[config.mk]
export PLATFORM = sky130hd
export DESIGN_NAME = lsu_mem_if
export DESIGN_NICKNAME = d
export VERILOG_FILES = /design/src/rtl/lsu_mem_if.sv
export SDC_FILE = /design/constraint.sdc
export NUM_CORES = 1
export LEC_CHECK = 0
export ABC_AREA = 0
export CELL_PAD_IN_SITES_DETAIL_PLACEMENT = 1
export CELL_PAD_IN_SITES_GLOBAL_PLACEMENT = 1
export CORE_ASPECT_RATIO = 1.1
export CORE_UTILIZATION = 41
export DETAILED_ROUTE_END_ITERATION = 16
export DONT_BUFFER_PORTS = 1
export GPL_TIMING_DRIVEN = 1
export PLACE_DENSITY_LB_ADDON = 0.1
export SYNTH_ARGS = -nofsm -noshare
export SYNTH_HDL_FRONTEND = slang
export SYNTH_SLANG_ARGS = --single-unit
[constraint.sdc]
create_clock -name clk -period 2.2 [get_ports clk]
set_clock_uncertainty 0.15 [all_clocks]
set_input_delay 0.33 -clock clk [delete_from_list [all_inputs] [get_ports clk]]
set_output_delay 0.33 -clock clk [all_outputs]
set_load 0.01 [all_outputs]
[src/rtl/lsu_mem_if.sv]
// lsu_mem_if: load/store unit with request/ack data bus, store lane replication and load extension
module lsu_mem_if #(
  parameter int TIMEOUT = 255
) (
  input  logic        clk,
  input  logic        rst,
  input  logic        mem_read,
  input  logic        mem_write,
  input  logic [2:0]  funct3,
  input  logic [31:0] addr,
  input  logic [31:0] wdata,
  output logic        stall,
  output logic [31:0] load_data,
  output logic        fault,
  output logic        bus_err,
  output logic [31:0] DAD,
  output logic [31:0] DDT_out,
  input  logic [31:0] DDT_in,
  output logic        MREQ,
  output logic        WRITE,
  output logic [1:0]  SIZE,
  input  logic        ACK
);
  typedef enum logic [1:0] {IDLE, REQ, DONE} state_t;
  state_t state, state_n;
  logic [7:0] cnt, cnt_inc;
  logic sign;
  logic [1:0] lane;
  logic access, illegal, start, timeout;
  logic [7:0] byte_sel;
  logic [15:0] half_sel;
  logic [31:0] ext, lanes;
  assign access = mem_read | mem_write;
  assign illegal = (funct3[1:0] == 2'b11) | (funct3[2] & funct3[1]) | (mem_write & funct3[2])
                 | (funct3[1:0] == 2'b01 & addr[0]) | (funct3[1:0] == 2'b10 & addr[1:0] != 2'b00);
  // the cycle after a fault the same instruction is still presented; it must not be re-evaluated
  assign start = (state == IDLE) & access & ~fault;
  assign cnt_inc = cnt + 8'd1;
  assign timeout = ~ACK & (cnt_inc == 8'(TIMEOUT));
  assign byte_sel = DDT_in[{lane, 3'b000} +: 8];
  assign half_sel = lane[1] ? DDT_in[31:16] : DDT_in[15:0];
  assign ext = SIZE == 2'b00 ? {{24{sign & byte_sel[7]}}, byte_sel}
             : SIZE == 2'b01 ? {{16{sign & half_sel[15]}}, half_sel} : DDT_in;
  assign lanes = funct3[1:0] == 2'b00 ? {4{wdata[7:0]}}
               : funct3[1:0] == 2'b01 ? {2{wdata[15:0]}} : wdata;
  always_ff @(posedge clk)
    if (!rst) state <= IDLE;
    else state <= state_n;
  always_comb begin
    state_n = state == IDLE ? (start & ~illegal ? REQ : IDLE)
            : state == REQ ? (ACK | timeout ? DONE : REQ) : IDLE;
  end
  always_comb begin
    stall = (state == REQ) | start;
    MREQ = state == REQ;
  end
  always_ff @(posedge clk) begin
    if (!rst) begin
      cnt <= '0;
      fault <= 1'b0;
      bus_err <= 1'b0;
      load_data <= '0;
      DAD <= '0;
      DDT_out <= '0;
      WRITE <= 1'b0;
      SIZE <= 2'b00;
      sign <= 1'b0;
      lane <= 2'b00;
    end else begin
      fault <= start & illegal;
      bus_err <= (state == REQ) & timeout;
      cnt <= (state == REQ) & ~ACK & ~timeout ? cnt_inc : 8'd0;
      if (start & ~illegal) begin
        DAD <= addr;
        DDT_out <= lanes;
        WRITE <= mem_write;
        SIZE <= funct3[1:0];
        sign <= ~funct3[2];
        lane <= addr[1:0];
      end
      if (state == REQ & ACK & ~WRITE) load_data <= ext;
      else if (state == REQ & timeout) load_data <= '0;
    end
  end
endmodule

* Yosys cells after proc, flatten, opt, wreduce, memory -nomap -nowiden
Index checks and enable logic that the tools add are counted.
** Operators by class
- Shifts and indexed selects :: 1
- Muxes and demuxes :: 11
- Reductions and logical operators :: 6
- Eq/ne operators :: 6
- Bitwise gates (word level) :: 29
- Add/subtract/negate cells :: 1
** Operators by type and width (number)
- 2-to-1 mux 32 bit :: 6
- variable part select 32 x 6 -> 8 bit :: 1
- AND 1 bit :: 16
- 2-to-1 mux 16 bit :: 1
- adder 8 x 1 -> 8 bit, second input constant :: 1
- == test 8 bit, second input constant :: 1
- bitwise OR 1 bit :: 7
- == test 2 x 1 -> 1 bit, second input constant :: 3
- logical NOT 2 bit :: 3
- 2-to-1 mux 2 bit :: 3
- NOT 1 bit :: 6
- == test 2 bit, second input constant :: 2
- nonzero test 2 bit :: 2
- AND reduction 2 bit :: 1
- 2-to-1 mux 1 bit :: 1
** Storage, ports and cells
- Word-level logic and storage cells :: 65
- Input bits :: 104
- Output and inout port bits :: 103
- Register bits :: 114

* Logic depth before layout (Yosys ltp)
- Depth after elaboration :: 9
- Mapped depth :: 7
- Depth with buffers taken out :: 6

* Least setup slack after synthesis
OpenSTA, ideal clock, no wires.
- Path kind :: register to register
- From :: register cnt[0]
- To :: register load_data[30]
- Required time :: 1.912 ns
- Buffers on the path :: 1
- Slack :: 0.044 ns
- Cell stages (with the launch flop) :: 7
- Setup time :: 0.138 ns
- Period minus slack after synthesis :: 2.156 ns
- Arrival time :: 1.868 ns
- Cells stage by stage :: dfxtp_1 ha_1 nand3_2 or4_4 a2111oi_4 buf_6 o32ai_2
** On the way
- Cells in the longest elaborated chain, start to end :: 5
** Ends and longest elaborated chain
- start: declaration :: RTL line 26 : logic [7:0] cnt, cnt_inc;
- start signal: assignment :: RTL line 72 : cnt <= (state == REQ) & ~ACK & ~timeout ? cnt_inc : 8'd0;
- adder 8 x 1 -> 8 bit :: RTL line 38 : assign cnt_inc = cnt + 8'd1;
- == test 8 bit :: RTL line 39 : assign timeout = ~ACK & (cnt_inc == 8'(TIMEOUT));
- AND 1 bit :: RTL line 39
- AND 1 bit :: RTL line 82 : else if (state == REQ & timeout) load_data <= '0;
- nonzero test 2 bit (no source line)
- end signal: assignment :: RTL line 81 : if (state == REQ & ACK & ~WRITE) load_data <= ext;
- end: declaration :: RTL line 13 : output logic [31:0] load_data,
No other way between the ends.
A chain may end at the register's enable or synchronous reset.

* Worst setup path after layout
- From :: register cnt[0]
- To :: register load_data[5]
The elaborated chain is that of the path after synthesis.

==> run summary <==
status = complete, no violations
CP Class = reg -> reg
largest net degree at the start of global routing = 71
CP Max Fanout = 16
port buffer count = 0
area leader, netlist = dfxtp_1
Ys Warns = 0
Cell variety after synth = 46
CTS H-tree depth = 3
Mapped Cells = 604
FF-to-FF End = load_data[5]
Power Internal = 3.325 mW
Routed Wire Length = 16.17 mm
Clk Tree Root Cell = clkbuf_16
EDFF count, synth = 0
DR iter-0 viols = 241
post-synthesis sequential area ratio = 42.54%
Max-Cap Viols = 0
final count of hold timing violations = 0
Initial Util = 41.87%
final worst path period share = 95.60%
DP Wirelength = 10.82 mm
Cells after DPL = 730
Pwr Total = 4.547 mW
Cell Rows = 43
Gate power share = 12.7%
Synth Register Bits = 112
GRT Total Usage = 24.61%
syn_nets = 710
Ports = 207
DR pass1 iterations = 4
Worst Setup SP = cnt[0]
initial antenna violation count = 0
total number of vias = 4,592
slew margin rel. = 58.94%
Remaining Overflow, GRT = 0
PwrDens = 727.1 nW/um2
CTS tree = yes
vias in the first global route = 4,742
leakage = 2.319 nW
Reg clk slew, reported paths = 0.07 ns
die height = 120.9 um
Primary FF master, synth = dfxtp_1
area delta synth->final = 18.63%
Peak VDD IR = 440.7 uV
first-pass GRT wire length = 24.96 mm
CP required = 2.29 ns
clock tree buffer depth = 2
WHS = 0.01908 ns
area of the mapped netlist = 5271 um2
crit end category = flop
Final ANT Viol Nets = 0
Placer Congestion = 0.7760
Net Sw Frac = 26.88%
f_max = 475.5 MHz
core outline area = 12,590 um2
layout cells sized above 1 = 9.561%
Die ar. = 13,310 um2
Yosys top cell area share = 42.54%
fill count = 1,445
Min-Delay Path Class = in -> reg
Seq pwr share = 49.6%
Synth area leaders = dfxtp_1 43%, nand2_1 10%, a21boi_0 6.7%
clock power share = 37.7%
reg2reg path depth = 7
setup TNS = 0 ns
Final Instance Count excl. Fillers = 795
FFs w/ async S/R, synth = 0%
CTS Buf Count = 9
DRC Markers = 0
clk sinks = 112
worst r2r src = cnt[0]
crit path DAT = 2.19 ns
Via density = 5.776
average routed wire per standard cell = 20.34 um
startpoint types = flop
reg-to-reg slack, setup = 0.1 ns
worst-margin pin slew = 0.6136 ns
# nets final = 739
ANT cells = 0
Die X = 110.1 um
later-pin clock latency in the skew report = 0.36 ns
crit path capture = load_data[5]
Tmin final = 2.103 ns
switching power = 1.222 mW
synthesized area per cell = 8.727 um2
setup violators final = 0
RSZ-0062 raised after global routing = no
Pins Over Slew Limit = 0
flip-flops by register name (all words and copies together) (netlist names):
name       count
DAD           32
DDT_out       32
load_data     32
cnt            8
SIZE           2
state          2
WRITE          1
bus_err        1
fault          1
sign           1
power groups by stage:
stage / clock, mW / combinational, mW / sequential [mW]
2_1_floorplan: 0 / 0.408 / 2.27
3_3_place_gp: 0 / 0.467 / 2.30
3_5_place_dp: 0 / 0.487 / 2.30
4_1_cts: 1.76 / 0.579 / 2.26
5_1_grt: 1.82 / 0.643 / 2.27
6_report: 1.71 / 0.579 / 2.25
kinds of logic after synthesis:
| family | count (synthesis) | share of synthesized area, % |
|---|---|---|
| mux | 26 | 6.836 |
| flops | 112 | 42.54 |
| compound gates | 174 | 26.11 |
| fa+ha+maj | 2 | 0.4746 |
| buf+inv | 79 | 6.290 |
| xor+xnor | 7 | 1.163 |
| simple gates | 204 | 16.59 |
worst min path at each step:
stage,end,start,cells after the start,slack [ns]
3_3_place_gp,bus_err,ACK,1,0.26
6_report,load_data[25],DDT_in[25],2,0.02
3_5_place_dp,bus_err,ACK,1,0.26
5_1_grt,load_data[25],DDT_in[25],2,0.01
4_1_cts,load_data[25],DDT_in[25],2,0.007
2_1_floorplan,bus_err,ACK,1,0.26
layer usage:
| metal | vias up | global-route usage [%] | wire [um] |
|---|---|---|---|
| met5 | - | 0 | 0 |
| met2 | 176 | 41.09 | 7880 |
| met4 | 0 | 13.08 | 533 |
| li1 | 2190 | - | - |
| met3 | 26 | 8.593 | 1499 |
| met1 | 2200 | 27.14 | 6261 |
cell type report:
type / instances / area [um2] / area share (%)
clock buffers: 10 / 239.0 / 3.822
clock inverters: 6 / 67.56 / 1.080
inverters: 29 / 108.9 / 1.741
multi-input cells: 413 / 2711 / 43.36
flip-flops and latches: 112 / 2242 / 35.85
well taps: 157 / 196.4 / 3.141
repair buffers: 68 / 688.2 / 11.00
Yosys cell counts, types with 2 or more instances:
| cell type | n |
|---|---|
| a2111o_1 | 8 |
| a211oi_1 | 16 |
| a21boi_0 | 47 |
| a21boi_1 | 4 |
| buf_2 | 10 |
| buf_6 | 3 |
| clkbuf_1 | 37 |
| dfxtp_1 | 112 |
| ha_1 | 2 |
| inv_1 | 29 |
| mux2i_1 | 18 |
| mux4_2 | 8 |
| nand2_1 | 142 |
| nand2b_1 | 5 |
| nand3_1 | 11 |
| nor2_1 | 20 |
| nor2b_1 | 8 |
| nor3_1 | 5 |
| nor4_2 | 2 |
| o211a_1 | 18 |
| o211ai_1 | 2 |
| o21ai_0 | 16 |
| o21ai_1 | 2 |
| o22a_1 | 8 |
| o22ai_1 | 22 |
| o31ai_1 | 8 |
| o32ai_1 | 14 |
| o32ai_2 | 2 |
| or2_2 | 3 |
| xnor2_1 | 3 |
| xor2_1 | 4 |
through the flow:
| step | utilization, % | worst slack [ns] | area [um2] |
|---|---|---|---|
| floorplan | - | 0.04396 | 5271 |
| global placement | 43.08 | 0.1206 | 5424 |
| detailed placement | 43.08 | 0.05748 | 5424 |
| CTS | 49.39 | 0.04103 | 6218 |
| global route | 49.67 | 0.01021 | 6254 |
| finish | 49.67 | 0.09675 | 6254 |
worst max-delay path, stage by stage, from the launching register on:
cell	delay [ns]
dfxtp_1	0.34
ha_2	0.21
nand3_2	0.09
or4_4	0.43
a2111oi_4	0.29
buf_4	0.20
buf_12	0.16
o31ai_1	0.10
cell usage in the layout (no fill, tap or decap), drive strengths merged, types with 3 or more instances in the layout:
master | synthesis | layout
clkbuf | 37 | 11
nor3 | 5 | 5
a211oi | 16 | 16
or2 | 3 | 3
dlygate4sd3 | 0 | 46
o211a | 18 | 18
mux4 | 8 | 8
nor2b | 8 | 8
xnor2 | 3 | 3
nand3 | 12 | 12
o22a | 8 | 8
inv | 29 | 30
a21boi | 51 | 51
nor2 | 20 | 20
buf | 13 | 21
mux2i | 18 | 18
dfxtp | 112 | 112
o32ai | 16 | 16
o21ai | 18 | 18
clkinv | 0 | 3
o22ai | 22 | 22
nand2 | 143 | 143
xor2 | 4 | 4
a2111o | 8 | 8
o31ai | 8 | 8
nand2b | 5 | 5
what timing repair did:
| item | in CTS | in global routing |
|---|---|---|
| endpoints found under the hold margin | 73 | 0 |
| hold buffers | 47 | 0 |
| gates resized for setup | 0 | 1 |
| setup buffers | 0 | 1 |
| setup endpoints to repair | 0 | 32 |
(Power assumes the default switching activity.)
